### config.mk
export PLATFORM = sky130hd
export DESIGN_NAME = fifo_burst_reader
export DESIGN_NICKNAME = d
export VERILOG_FILES = /design/src/rtl/fifo_burst_reader_pkg.sv /design/src/rtl/fifo_skid_buf2.sv /design/src/rtl/fifo_burst_reader.sv
export SDC_FILE = /design/constraint.sdc
export NUM_CORES = 1
export LEC_CHECK = 0
export ABC_AREA = 1
export BUFFER_PORTS_ARGS = -buffer_cell sky130_fd_sc_hd__buf_2
export CAP_MARGIN = 20
export CORE_ASPECT_RATIO = 1.75
export CORE_MARGIN = 2
export CORE_UTILIZATION = 54
export CTS_BUF_LIST = sky130_fd_sc_hd__clkbuf_4
export DETAILED_ROUTE_END_ITERATION = 12
export GPL_ROUTABILITY_DRIVEN = 0
export PLACE_DENSITY_LB_ADDON = 0.05
export SYNTH_ARGS = -nofsm -noshare
export SYNTH_HDL_FRONTEND = slang
export SYNTH_SLANG_ARGS = --single-unit
### constraint.sdc
create_clock -name clk -period 2.4 [get_ports clk]
set_input_delay 0.36 -clock clk [delete_from_list [all_inputs] [get_ports clk]]
set_output_delay 0.36 -clock clk [all_outputs]
set_load 0.02 [all_outputs]
### src/rtl/fifo_burst_reader_pkg.sv
// Shared types and defaults for the FIFO burst read engine.
package fifo_pkg;

  localparam int DEF_DATA_W = 8;
  localparam int DEF_CNT_W  = 5;
  localparam int FIFO_DEPTH = 32;

  typedef enum logic {
    IDLE  = 1'b0,
    DRAIN = 1'b1
  } state_e;

endpackage

### src/rtl/fifo_skid_buf2.sv
// Two-entry valid/ready output buffer. Head entry drives the stream;
// a push and a pop in the same cycle keep FIFO order and occupancy.
module fifo_skid_buf2 #(
  parameter int W = 8
) (
  input  logic         clk,
  input  logic         rst_n,
  input  logic         s_valid_i,
  input  logic [W-1:0] s_data_i,
  output logic         s_ready_o,
  output logic         m_valid_o,
  output logic [W-1:0] m_data_o,
  input  logic         m_ready_i,
  output logic [1:0]   occ_o
);

  logic [W-1:0] e0_q, e0_d;
  logic [W-1:0] e1_q, e1_d;
  logic [1:0]   occ_q, occ_d;
  logic         push;
  logic         pop;

  assign m_valid_o = (occ_q != 2'd0);
  assign m_data_o  = e0_q;
  assign occ_o     = occ_q;
  // A full buffer can still take a word when the head leaves this cycle.
  assign s_ready_o = (occ_q != 2'd2) || m_ready_i;
  assign push      = s_valid_i && s_ready_o;
  assign pop       = m_valid_o && m_ready_i;

  // Next-state for the two entries and the occupancy count.
  always_comb begin
    e0_d  = e0_q;
    e1_d  = e1_q;
    occ_d = occ_q;
    case (occ_q)
      2'd0: begin
        if (push) begin
          e0_d  = s_data_i;
          occ_d = 2'd1;
        end
      end
      2'd1: begin
        case ({push, pop})
          2'b11: e0_d = s_data_i;
          2'b10: begin
            e1_d  = s_data_i;
            occ_d = 2'd2;
          end
          2'b01: occ_d = 2'd0;
          default: ;
        endcase
      end
      default: begin
        if (pop) begin
          e0_d = e1_q;
          if (push) begin
            e1_d = s_data_i;
          end else begin
            occ_d = 2'd1;
          end
        end
      end
    endcase
  end

  // Buffer storage and occupancy registers.
  always_ff @(posedge clk or negedge rst_n) begin
    if (!rst_n) begin
      e0_q  <= '0;
      e1_q  <= '0;
      occ_q <= 2'd0;
    end else begin
      e0_q  <= e0_d;
      e1_q  <= e1_d;
      occ_q <= occ_d;
    end
  end

endmodule

### src/rtl/fifo_burst_reader.sv
// Read-side burst engine: drains a FIFO in fixed bursts, or in a partial
// burst after an idle timeout, onto a valid/ready stream with a last marker.
module fifo_burst_reader
  import fifo_pkg::*;
#(
  parameter int DATA_W    = DEF_DATA_W,
  parameter int CNT_W     = DEF_CNT_W,
  parameter int BURST_LEN = 4,
  parameter int TIMEOUT   = 15
) (
  input  logic              clk,
  input  logic              reset,
  input  logic [DATA_W-1:0] fifo_data_out,
  input  logic              fifo_empty,
  input  logic [CNT_W-1:0]  fifo_fillcount,
  output logic              fifo_get,
  output logic              m_valid,
  output logic [DATA_W-1:0] m_data,
  output logic              m_last,
  input  logic              m_ready,
  output logic              busy,
  output logic [CNT_W-1:0]  burst_len_q
);

  localparam int TMR_W = (TIMEOUT > 1) ? $clog2(TIMEOUT) : 1;
  localparam logic [TMR_W-1:0] TMR_LAST  = TMR_W'(TIMEOUT - 1);
  localparam logic [CNT_W-1:0] BURST_CNT = CNT_W'(BURST_LEN);

  state_e              state_q, state_d;
  logic                fifo_get_q, fifo_get_d;
  logic                busy_q, busy_d;
  logic [CNT_W-1:0]    burst_len_d;
  logic [TMR_W-1:0]    idle_tmr_q, idle_tmr_d;
  logic [CNT_W-1:0]    issue_cnt_q, issue_cnt_d;
  logic [CNT_W-1:0]    deliver_cnt_q, deliver_cnt_d;
  logic                rd_vld_q;
  logic                hold_vld_q, hold_vld_d;
  logic [DATA_W-1:0]   hold_data_q, hold_data_d;

  logic                s_valid;
  logic [DATA_W-1:0]   s_data;
  logic                s_ready;
  logic [1:0]          occ;
  logic                pop;
  logic                last_word;
  logic [2:0]          committed;
  logic                room;

  assign fifo_get  = fifo_get_q;
  assign busy      = busy_q;
  assign pop       = m_valid && m_ready;
  assign last_word = (deliver_cnt_q == (burst_len_q - CNT_W'(1)));
  assign m_last    = m_valid && last_word;

  // Every word already promised storage: buffered, landing, returning this
  // cycle, or requested by the current strobe. Three slots exist (two in the
  // buffer plus the landing register), so a new read is issued only while the
  // promised total, net of this cycle's pop, stays below three. With the
  // stream accepting every cycle this still sustains one read per cycle.
  assign committed = 3'(occ) + 3'(hold_vld_q) + 3'(rd_vld_q) + 3'(fifo_get_q);
  assign room      = committed < (3'd3 + 3'(pop));

  fifo_skid_buf2 #(
    .W(DATA_W)
  ) u_skid (
    .clk       (clk),
    .rst_n     (reset),
    .s_valid_i (s_valid),
    .s_data_i  (s_data),
    .s_ready_o (s_ready),
    .m_valid_o (m_valid),
    .m_data_o  (m_data),
    .m_ready_i (m_ready),
    .occ_o     (occ)
  );

  // Returning read data goes straight into the buffer; it parks in the
  // landing register only when the buffer is full and not draining.
  always_comb begin
    s_valid     = hold_vld_q || rd_vld_q;
    s_data      = hold_vld_q ? hold_data_q : fifo_data_out;
    hold_vld_d  = hold_vld_q;
    hold_data_d = hold_data_q;
    if (hold_vld_q) begin
      if (s_ready) begin
        hold_vld_d  = rd_vld_q;
        hold_data_d = fifo_data_out;
      end
    end else if (rd_vld_q && !s_ready) begin
      hold_vld_d  = 1'b1;
      hold_data_d = fifo_data_out;
    end
  end

  // Burst FSM: start decision, idle timer, read issue and delivery counting.
  always_comb begin
    state_d       = state_q;
    burst_len_d   = burst_len_q;
    idle_tmr_d    = idle_tmr_q;
    issue_cnt_d   = issue_cnt_q;
    deliver_cnt_d = deliver_cnt_q;
    fifo_get_d    = 1'b0;
    case (state_q)
      IDLE: begin
        if (fifo_fillcount >= BURST_CNT) begin
          state_d     = DRAIN;
          burst_len_d = BURST_CNT;
          idle_tmr_d  = '0;
        end else if ((fifo_fillcount != '0) && (idle_tmr_q == TMR_LAST)) begin
          state_d     = DRAIN;
          burst_len_d = fifo_fillcount;
          idle_tmr_d  = '0;
        end else if (fifo_fillcount == '0) begin
          idle_tmr_d = '0;
        end else if (idle_tmr_q != TMR_LAST) begin
          idle_tmr_d = idle_tmr_q + TMR_W'(1);
        end
      end
      DRAIN: begin
        fifo_get_d = (issue_cnt_q < burst_len_q) && !fifo_empty && room;
        if (fifo_get_d) begin
          issue_cnt_d = issue_cnt_q + CNT_W'(1);
        end
        if (pop) begin
          if (last_word) begin
            state_d       = IDLE;
            burst_len_d   = '0;
            issue_cnt_d   = '0;
            deliver_cnt_d = '0;
            idle_tmr_d    = '0;
          end else begin
            deliver_cnt_d = deliver_cnt_q + CNT_W'(1);
          end
        end
      end
    endcase
    busy_d = (state_d == DRAIN);
  end

  // Control, counter and landing registers.
  always_ff @(posedge clk or negedge reset) begin
    if (!reset) begin
      state_q       <= IDLE;
      fifo_get_q    <= 1'b0;
      busy_q        <= 1'b0;
      burst_len_q   <= '0;
      idle_tmr_q    <= '0;
      issue_cnt_q   <= '0;
      deliver_cnt_q <= '0;
      rd_vld_q      <= 1'b0;
      hold_vld_q    <= 1'b0;
      hold_data_q   <= '0;
    end else begin
      state_q       <= state_d;
      fifo_get_q    <= fifo_get_d;
      busy_q        <= busy_d;
      burst_len_q   <= burst_len_d;
      idle_tmr_q    <= idle_tmr_d;
      issue_cnt_q   <= issue_cnt_d;
      deliver_cnt_q <= deliver_cnt_d;
      rd_vld_q      <= fifo_get_q;
      hold_vld_q    <= hold_vld_d;
      hold_data_q   <= hold_data_d;
    end
  end

endmodule

==> summary.txt, run 1 <==
Timing
  • Unrepaired setup endpoints after global routing: true
  • Endpoints failing setup: 6
  • Worst Max-Slew Pin Slew: 0.710 ns
  • Relative slew slack: between 50% and 60%
  • Minimum setup slack in the final design: -0.290 ns
  • Final cycle utilization of the critical path: 112%
  • Final hold viol count: 0
  • Shortest period the worst path allows: between 2 and 3 ns
  • F_max: between 0.3 and 0.4 GHz
  • Number of pins with negative max-slew slack in the final report: 0
  • Worst clock skew: 0.00985 ns

Placed design
  • Placed wire-length estimate after detailed placement: 4410 um
  • Count of input and output buffers: 33
  • Number of cells in the design after placement: between 400 and 500

Power and ir drop
  • Total chip power: ~3.6 mW
  • Largest voltage drop on the vdd net: about 860 uV
  • Leakage power figure: ~1.6 nW
  • Pwr Density: roughly 1100 nW/um2

Routing
  • Via density: about 5.3
  • Number of DRC violations after detailed-routing iteration 0: 73
  • Post-detailed-route DRC marker count: 0
  • Per-cell routed wire length: 13.3 um
  • First-pass detailed-route iteration total: 4
  • Total number of vias: 2380
  • Number of routed nets with antenna violations: 0
  • Post-Route WL: between 5000 and 6000 um

Yosys
  • Post-synthesis register bit count: 49
  • Synth warn: 0
  • Register area share after synthesis: roughly 44%
  • Post-synth cell types: 35
  • Gate count after technology mapping: ~350
  • XOR/XNOR share of the synthesized area: less than 1%
  • Area share of and/or/nand/nor cells after synthesis: between 20% and 30%
  • Post-synthesis adder-cell area fraction: under 10%
  • Syn_area_per_cell: approximately 8.1 um2
  • Compound-cell area share of the yosys netlist: between 10% and 20%
  • Main combinational cell family by area after synthesis: simple AND/OR/NAND/NOR gates
  • Area of the mapped netlist: about 2800 um2
  • Post-Synthesis Net Count: ~380
  • Post-synthesis mux area share: 0%

Status
  • Violations in the final reports: negative setup slack
  • Result of the run: finished with violations

GRT
  • Antenna violations before repair: 0
  • Largest net degree at the start of global routing: 50
  • Wire length of the first global-routing pass: 10500 um
  • Overflow left after global routing: 0
  • Total global routing track utilization: approximately a quarter
  • Number of global-route vias before repair: about 2400

Worst setup path
  • Depth of the worst register-to-register path: 15
  • Critical Path RT: approximately 2.7 ns
  • Kind of end point of the critical path: register
  • Setup Crit Path Kind: register to register
  • Start of the worst register-to-register path: rd_vld_q$_DFF_PN0_
  • Max stage delay cell, worst path: sky130_fd_sc_hd__fa_1
  • Sort of element at the start of the critical path: register
  • Maximum net fanout on the critical path: 5
  • Critical path's most frequent cell: sky130_fd_sc_hd__inv_1
  • Arrival @ worst endpoint: ~3 ns
  • Ordered cell list for the critical path: fa_1 -> ha_1 -> inv_1 -> fa_1 -> inv_1 -> ha_1 -> nand2_1 -> inv_1 -> nand2_1 -> nand2_2 -> nor2_4 -> nand3_1 -> nand2_1 -> inv_1 -> nor2_1
  • Stage delay of the slowest cell on the critical path: 0.54 ns
  • Worst reg2reg endpoint: issue_cnt_q[3]$_DFFE_PN0P_
  • Worst setup slack for register-to-register paths: -0.29 ns

Finish
  • Area Overhead vs Synth: 14.0%
  • Sequential cell area: around 1200 um2
  • Layout filler cell count: about 450
  • Layout net count: about 420
  • Commonest cells after routing, fill and taps aside: 78 x sky130_fd_sc_hd__nand2_1, 48 x sky130_fd_sc_hd__dfrtp_1, 40 x sky130_fd_sc_hd__inv_1
  • Number of diodes added for antenna fixing: 0
  • Share of final-layout standard cells stronger than drive strength 1: around a quarter
  • Most frequent standard cell in the layout excluding fill and tap cells: sky130_fd_sc_hd__nand2_1
  • Area of the multi-input gates: between 1000 and 1500 um2
  • Post-Layout Cell Count: 445

Floorplan
  • Die area: just under 6000 um2
  • Die Wd: just under 60 um
  • Effective utilization at floorplan: 56.1%
  • Height of the die: 99.2 um
  • Placeable core area: around 5000 um2
  • Rows: 34
  • Ports placed on the boundary: 34

Worst hold path
  • Path category of the worst min-delay check: input pin to async pin

Clock tree
  • Number of buffers inserted for hold repair after clock tree synthesis: 0
  • Insertion delay of the later-clocked pin in the worst-skew pair: roughly 0.36 ns
  • Maximum clock path buffer count: 2
  • Inserted Clock Buffers: 5
  • CTS tree: yes
  • Clk slew on worst S/H paths: 0.15 ns
  • H-tree Lvls: 2
  • TritonCTS sink count: 49
  • Root buffer cell: sky130_fd_sc_hd__clkbuf_4

Job
  • Max-cap viol count: 0
[sequential cells by signal, summed over array words and instances, names as in the netlist]
register         count
u_skid.m_data_o      8
deliver_cnt_q        5
hold_data_q          8
burst_len_q          5
fifo_get             1
rd_vld_q             1
u_skid.occ_o         2
idle_tmr_q           4
u_skid.e1_q          8
busy                 1
hold_vld_q           1
issue_cnt_q          5
[cell families (layout without fill, tap and decap cells)]
| group | after synthesis | in the layout |
|---|---|---|
| flops | 49 | 49 |
| simple gates | 156 | 157 |
| buf+inv | 61 | 105 |
| fa+ha+maj | 14 | 14 |
| compound gates | 63 | 63 |
| xor+xnor | 3 | 3 |
[per-layer routing]
| layer | global-route usage, % | up-vias | part of all wire, % | wire, um |
|---|---|---|---|---|
| met5 | 0 | - | 0 | 0 |
| met4 | 13.6 | 0 | 4.8 | 282 |
| met3 | 3.51 | 18 | 4.2 | 251 |
| met2 | 40.8 | 65 | 52 | 3100 |
| met1 | 26.4 | 1102 | 39 | 2290 |
| li1 | - | 1195 | - | - |
[metrics by stage]
step	utilization, %	hold WS (ns)	area (um2)	worst slack (ns)	setup TNS [ns]
5_1_grt	64.0	0.116	3190	-0.491	-2.72
4_1_cts	63.6	0.0864	3160	-0.324	-1.70
3_3_place_gp	60.8	0.467	3030	-0.235	-1.21
6_report	64.0	0.0660	3190	-0.290	-1.55
3_5_place_dp	60.8	0.474	3030	-0.302	-1.50
2_1_floorplan	-	0.0644	2800	-0.187	-0.886
[final cells by class]
class	instances	share of cell area [%]
Tap cell	54	2.12
Clock inverter	3	1.30
Sequential cell	49	38.5
Multi-Input combinational cell	237	42.7
Clock buffer	5	1.18
Inverter	53	6.32
Timing Repair Buffer	44	7.86
[power by group]
part	internal (mW)	total (mW)	switching (mW)
logic	0.655	1.72	1.07
registers	1.16	1.37	0.217
clock network	0.216	0.485	0.269
[how the worst max path moves through the flow]
stage / startpoint / end / slack [ns] / depth (start not counted)
floorplan: fifo_get$_DFF_PN0_ / issue_cnt_q[0]$_DFFE_PN0P_ / -0.19 / 14
global placement: rd_vld_q$_DFF_PN0_ / issue_cnt_q[4]$_DFFE_PN0P_ / -0.23 / 15
detailed placement: rd_vld_q$_DFF_PN0_ / issue_cnt_q[3]$_DFFE_PN0P_ / -0.30 / 15
CTS: rd_vld_q$_DFF_PN0_ / issue_cnt_q[4]$_DFFE_PN0P_ / -0.32 / 15
global route: rd_vld_q$_DFF_PN0_ / issue_cnt_q[3]$_DFFE_PN0P_ / -0.49 / 15
finish: rd_vld_q$_DFF_PN0_ / issue_cnt_q[3]$_DFFE_PN0P_ / -0.29 / 15
[critical path: cells and delay by family (launching register included)]
kind	cells	cell delay, ns
DFF	1	0.42
buffers and inverters	4	0.17
adders and majority gates	4	1.42
and+or+nand+nor	7	0.61
[cell usage after synthesis, drive strengths merged]
| library cell | instances | area (um2) |
|---|---|---|
| o211ai | 8 | 60.1 |
| clkinv | 2 | 7.51 |
| a21oi | 24 | 128 |
| buf | 8 | 55.1 |
| nand3b | 2 | 18.8 |
| o21ai | 21 | 109 |
| a22oi | 1 | 12.5 |
| dfrtp | 49 | 1230 |
| nand2 | 87 | 354 |
| inv | 51 | 194 |
| ha | 12 | 150 |
| nor3 | 3 | 25.0 |
| o31ai | 1 | 21.3 |
| xor2 | 2 | 17.5 |
| o21a | 8 | 60.1 |
| nand3 | 15 | 85.1 |
| nor2 | 40 | 165 |
| nand4 | 7 | 43.8 |
| fa | 2 | 40.0 |
| xnor2 | 1 | 8.76 |
| or2 | 2 | 12.5 |
[what timing repair did]
action,4_1_cts,5_1_grt
cloned,1,0
buffers inserted,3,1
pin swaps,4,6
setup endpoints to repair,7,7
gates resized for setup,7,5
Power figures use the tool's default switching activity.
==> run 2, diff against run 1 <==
--- a/config.mk
+++ b/config.mk
@@ -10,7 +10,7 @@
 export CAP_MARGIN = 20
 export CORE_ASPECT_RATIO = 1.75
 export CORE_MARGIN = 2
-export CORE_UTILIZATION = 54
+export CORE_UTILIZATION = 58
 export CTS_BUF_LIST = sky130_fd_sc_hd__clkbuf_4
 export DETAILED_ROUTE_END_ITERATION = 12
 export GPL_ROUTABILITY_DRIVEN = 0
==> constraint.sdc (replaced) <==
create_clock -name clk -period 3.36 [get_ports clk]
set_input_delay 0.504 -clock clk [delete_from_list [all_inputs] [get_ports clk]]
set_output_delay 0.504 -clock clk [all_outputs]
set_load 0.02 [all_outputs]
==> run 2 against run 1 <==
- critical path type unchanged
- maximum frequency down 2.1%
- largest cell class unchanged
- count of clock-buffer cells in the layout unchanged
- die area down 6.5%
- the flow now finishes without violations
- worst hold slack worse by 0.055 ns
==> summary.txt, run 2 (same netlist as run 1, synthesis figures left out) <==
Routing
  • Total number of vias: around 2300
  • Per-cell routed wire length: about 13 um
  • First-pass detailed-route iteration total: 4
  • Post-detailed-route DRC marker count: 0
  • Number of routed nets with antenna violations: 0
  • Via density: ~5.3
  • Post-Route WL: about 5600 um
  • Number of DRC violations after detailed-routing iteration 0: between 70 and 80

Worst setup path
  • Critical Path RT: approximately 3.6 ns
  • Sort of element at the start of the critical path: register
  • Maximum net fanout on the critical path: 9
  • Kind of end point of the critical path: register
  • Arrival @ worst endpoint: 3.03 ns
  • Setup Crit Path Kind: register to register

Timing
  • Shortest period the worst path allows: 2.75 ns
  • Worst clock skew: approximately 0.0052 ns
  • Unrepaired setup endpoints after global routing: false
  • Worst Max-Slew Pin Slew: 0.688 ns
  • Endpoints failing setup: 0
  • F_max: roughly 0.36 GHz
  • Final hold viol count: 0
  • Relative slew slack: 54.1%
  • Final cycle utilization of the critical path: around 82%
  • Number of pins with negative max-slew slack in the final report: 0
  • Total negative slack for setup checks: 0 ns

Clock tree
  • Number of buffers inserted for hold repair after clock tree synthesis: 0
  • Maximum clock path buffer count: 2
  • CTS tree: yes
  • Number of setup buffers added after CTS: 0
  • Clk slew on worst S/H paths: approximately 0.15 ns
  • Cts repair resizes: 0
  • Insertion delay of the later-clocked pin in the worst-skew pair: about 0.37 ns
  • H-tree Lvls: 2
  • TritonCTS sink count: 49
  • Inserted Clock Buffers: 5
  • Root buffer cell: sky130_fd_sc_hd__clkbuf_4

GRT
  • Wire length of the first global-routing pass: slightly above 10000 um
  • Largest net degree at the start of global routing: 50
  • Overflow left after global routing: 0
  • Total global routing track utilization: approximately a quarter
  • Number of global-route vias before repair: between 2000 and 2500
  • Antenna violations before repair: 0

Worst hold path
  • Path category of the worst min-delay check: input pin to async pin

Finish
  • Share of final-layout standard cells stronger than drive strength 1: a little under a fifth
  • Number of diodes added for antenna fixing: 0
  • Post-layout util: 65.9%
  • Commonest cells after routing, fill and taps aside: 80 x sky130_fd_sc_hd__nand2_1, 49 x sky130_fd_sc_hd__dfrtp_1, 42 x sky130_fd_sc_hd__inv_1
  • Most frequent standard cell in the layout excluding fill and tap cells: sky130_fd_sc_hd__nand2_1
  • Area Overhead vs Synth: 10.1%
  • Total non-filler cell area in the finished layout: between 3000 and 4000 um2
  • Layout net count: 411

Floorplan
  • Ports placed on the boundary: 34
  • Die Wd: roughly 56 um
  • Die area: 5410 um2
  • Placeable core area: between 4000 and 5000 um2
  • Rows: 33
  • Height of the die: ~96 um
  • Effective utilization at floorplan: between 50% and 60%

Status
  • Result of the run: finished, final reports clean

Placed design
  • Placed wire-length estimate after detailed placement: between 4000 and 5000 um
  • Placed standard-cell area: 2980 um2
  • Count of input and output buffers: 33

Power and ir drop
  • Pwr Density: between 800 and 900 nW/um2
  • Leakage power figure: between 1.5 and 2 nW
  • Largest voltage drop on the vdd net: about 500 uV

Job
  • Max-cap viol count: 0
-- run 2: where the power goes --
| part | internal, mW | leakage, nW | switching [mW] |
|---|---|---|---|
| Clock | 0.154 | 0.0389 | 0.194 |
| Combinational | 0.420 | 0.964 | 0.700 |
| Sequential | 0.825 | 0.577 | 0.168 |
-- run 2: worst paths after layout --
check | from | to | slack [ns] | cells past startpoint
worst max-delay path | rd_vld_q$_DFF_PN0_ | issue_cnt_q[0]$_DFFE_PN0P_ | 0.61 | 14
worst min-delay path | reset | u_skid.m_data_o[2]$_DFFE_PN0P_ | 0.01 | 1
max in group asynchronous | reset | burst_len_q[2]$_DFFE_PN0P_ | 2.85 | 2
worst min register to register | fifo_get$_DFF_PN0_ | rd_vld_q$_DFF_PN0_ | 0.45 | 0
worst max register to register | rd_vld_q$_DFF_PN0_ | issue_cnt_q[0]$_DFFE_PN0P_ | 0.61 | 14
min in group clk | fifo_data_out[2] | hold_data_q[2]$_DFFE_PN0P_ | 0.38 | 3
-- run 2: layer usage --
layer	GRT usage (%)	up-vias	routed length, um
met2	48.3	33	3220
li1	-	1176	-
met1	24.1	1060	2200
met4	8.13	0	78
met3	3.23	8	149
met5	0	-	0
-- run 2: worst max-delay path, cell delays in order (launching register included) --
cell and delay, ns:
sky130_fd_sc_hd__dfrtp_1 0.46, sky130_fd_sc_hd__fa_1 0.52, sky130_fd_sc_hd__ha_1 0.14, sky130_fd_sc_hd__inv_1 0.05, sky130_fd_sc_hd__fa_1 0.47, sky130_fd_sc_hd__inv_1 0.04, sky130_fd_sc_hd__ha_1 0.28, sky130_fd_sc_hd__nand2_1 0.06
sky130_fd_sc_hd__inv_1 0.03, sky130_fd_sc_hd__nand2_1 0.06, sky130_fd_sc_hd__nand2_2 0.06, sky130_fd_sc_hd__nor2_4 0.20, sky130_fd_sc_hd__nand2_1 0.10, sky130_fd_sc_hd__o21ai_1 0.14, sky130_fd_sc_hd__nor2_1 0.05
-- run 2: metrics by stage --
stage / hold WS [ns] / setup slack [ns] / std cells / total power [mW]
after floorplan: 0.208 / 0.679 / 346 / 1.87
after global placement: 0.414 / 0.665 / 424 / 2.10
after detailed placement: 0.430 / 0.608 / 424 / 2.14
after CTS: 0.348 / 0.600 / 432 / 2.49
after global routing: 0.00798 / 0.329 / 433 / 2.71
final: 0.0110 / 0.611 / 433 / 2.46
-- run 2: cell type report --
class                           count  area (um2)
Inverter                           53         201
Multi-Input combinational cell    236        1310
Sequential cell                    49        1230
Timing Repair Buffer               35         193
Fill cell                         425        1590
Tap cell                           52        65.1
Clock inverter                      3        41.3
Clock buffer                        5        37.5
==> run 3, diff against run 2 <==
==> constraint.sdc (replaced) <==
create_clock -name clk -period 2.8 [get_ports clk]
set_input_delay 0.42 -clock clk [delete_from_list [all_inputs] [get_ports clk]]
set_output_delay 0.42 -clock clk [all_outputs]
set_load 0.02 [all_outputs]
==> run 3 against run 2 <==
- design area did not move
- maximum frequency is 0.28% higher
- first-iteration DRC count grew 25%
- highest routed layer unchanged
==> summary.txt, run 3 (same netlist as run 1, synthesis figures left out) <==
GRT
  • Overflow left after global routing: 0
  • Antenna violations before repair: 0
  • Number of global-route vias before repair: between 2000 and 2500
  • Total global routing track utilization: a little under a quarter
  • Largest net degree at the start of global routing: 50
  • Wire length of the first global-routing pass: approximately 9800 um

Timing
  • Minimum setup slack in the final design: approximately 0.06 ns
  • Endpoints failing setup: 0
  • F_max: 0.365 GHz
  • Final cycle utilization of the critical path: 97.9%
  • Worst Max-Slew Pin Slew: about 0.71 ns
  • Total negative slack for setup checks: 0 ns
  • Relative slew slack: a little over half
  • Unrepaired setup endpoints after global routing: true
  • Number of pins with negative max-slew slack in the final report: 0
  • Worst clock skew: approximately 0.022 ns
  • Final hold viol count: 0
  • Shortest period the worst path allows: 2.74 ns

Worst setup path
  • Critical Path RT: ~3.1 ns
  • Ordered cell list for the critical path: fa_1 -> ha_1 -> inv_1 -> fa_1 -> inv_1 -> ha_1 -> nand2_1 -> inv_1 -> nand2_1 -> nand2_2 -> nor2_2 -> nand4_1 -> nand2_1 -> nor2_1
  • Stage delay of the slowest cell on the critical path: between 0.5 and 0.6 ns
  • Kind of end point of the critical path: register
  • Setup Crit Path Kind: register to register
  • Max stage delay cell, worst path: sky130_fd_sc_hd__fa_1
  • Maximum net fanout on the critical path: 4
  • Arrival @ worst endpoint: 3.01 ns
  • Sort of element at the start of the critical path: register
  • Worst setup slack for register-to-register paths: 0.06 ns

Power and ir drop
  • Leakage power figure: 1.58 nW
  • Largest voltage drop on the vdd net: 524 uV
  • Pwr Density: approximately 950 nW/um2
  • Total chip power: a little under 3 mW

Routing
  • Post-detailed-route DRC marker count: 0
  • Per-cell routed wire length: 13.2 um
  • Number of routed nets with antenna violations: 0
  • First-pass detailed-route iteration total: 4
  • Post-Route WL: ~5800 um
  • Via density: ~5.3
  • Number of DRC violations after detailed-routing iteration 0: 95
  • Total number of vias: 2324

Clock tree
  • H-tree Lvls: 2
  • Insertion delay of the later-clocked pin in the worst-skew pair: approximately 0.38 ns
  • Root buffer cell: sky130_fd_sc_hd__clkbuf_4
  • Inserted Clock Buffers: 5
  • CTS tree: yes
  • TritonCTS sink count: roughly 50
  • Maximum clock path buffer count: 2
  • Cts repair resizes: 0
  • Clk slew on worst S/H paths: about 0.16 ns

Floorplan
  • Ports placed on the boundary: 34
  • Effective utilization at floorplan: approximately 60%
  • Placeable core area: 4670 um2
  • Die Wd: about 56 um
  • Height of the die: approximately 96 um
  • Die area: 5410 um2
  • Rows: 33

Finish
  • Most frequent standard cell in the layout excluding fill and tap cells: sky130_fd_sc_hd__nand2_1
  • Area Overhead vs Synth: 10.1%
  • Post-Layout Cell Count: 437
  • Share of final-layout standard cells stronger than drive strength 1: ~20%
  • Area of the multi-input gates: between 1000 and 1500 um2
  • Total non-filler cell area in the finished layout: about 3100 um2
  • Layout net count: just over 400
  • Sequential cell area: between 1000 and 1500 um2
  • Number of diodes added for antenna fixing: 0
  • Layout filler cell count: between 400 and 500
  • Commonest cells after routing, fill and taps aside: 80 x sky130_fd_sc_hd__nand2_1, 49 x sky130_fd_sc_hd__dfrtp_1, 42 x sky130_fd_sc_hd__inv_1

Placed design
  • Placed wire-length estimate after detailed placement: approximately 4400 um
  • Placed standard-cell area: approximately 3000 um2
  • Count of input and output buffers: 33
  • Worst setup slack before clock tree synthesis: 0.0610 ns
  • Number of cells in the design after placement: 427

Worst hold path
  • Path category of the worst min-delay check: input pin to async pin

Job
  • Max-cap viol count: 0

Status
  • Result of the run: finished, final reports clean
-- run 3: changes by cell type in the layout (fill, tap and decap cells not counted), sizes merged --
| cell | before | now |
|---|---|---|
| buf | 35 | 38 |
| bufinv | 1 | 0 |
| nor2 | 40 | 41 |
| inv | 51 | 52 |
-- run 3: cell type report --
type,count,area share [%]
tap,52,2.12
timing repair buffer,38,6.59
multi-input combinational,237,42.8
clock buffer,5,1.22
clock inverter,3,0.814
inverter,53,6.55
sequential,49,39.9
-- run 3: final timing paths --
kind                            depth (start not counted)                from                             end
worst max register to register                         14  rd_vld_q$_DFF_PN0_      issue_cnt_q[3]$_DFFE_PN0P_
min in group clk                                        3   fifo_fillcount[1]      burst_len_q[1]$_DFFE_PN0P_
max in group asynchronous                               2               reset      issue_cnt_q[4]$_DFFE_PN0P_
worst min-delay path                                    2               reset  u_skid.m_data_o[3]$_DFFE_PN0P_
worst max-delay path                                   14  rd_vld_q$_DFF_PN0_      issue_cnt_q[3]$_DFFE_PN0P_
worst min register to register                          0  fifo_get$_DFF_PN0_              rd_vld_q$_DFF_PN0_
-- run 3: power by group --
group | total [mW] | switching (mW) | internal (mW) | leakage (nW)
combinational | 1.39 | 0.873 | 0.522 | 0.976
sequential | 1.19 | 0.201 | 0.990 | 0.577
clock | 0.346 | 0.243 | 0.103 | 0.0318
total | 2.93 | 1.32 | 1.62 | 1.58
-- run 3: what timing repair did --
action	4_1_cts	5_1_grt
buffers inserted	0	1
endpoints found under the setup margin	0	5
hold buffers	0	0
-- run 3: critical path, delay by kind of cell (launching register included) --
family,cells,cell delay [ns]
adders and majority gates,4,1.41
and+or+nand+nor,7,0.65
DFF,1,0.45
buffers and inverters,3,0.13
-- run 3: per-stage QoR --
step | utilization (%) | hold WS [ns]
floorplan | - | 0.124
global placement | 64.3 | 0.411
detailed placement | 64.3 | 0.433
CTS | 65.6 | 0.137
global route | 65.9 | 0.167
finish | 65.9 | 0.114
-- run 3: per-layer routing --
metal  up-vias  global-route usage (%)  routed length, um
met2        57                    43.7               3210
met3        16                    3.23                192
li1       1181                       -                  -
met1      1070                    25.2               2170
met5         -                       0                  0
met4         0                    11.1                195
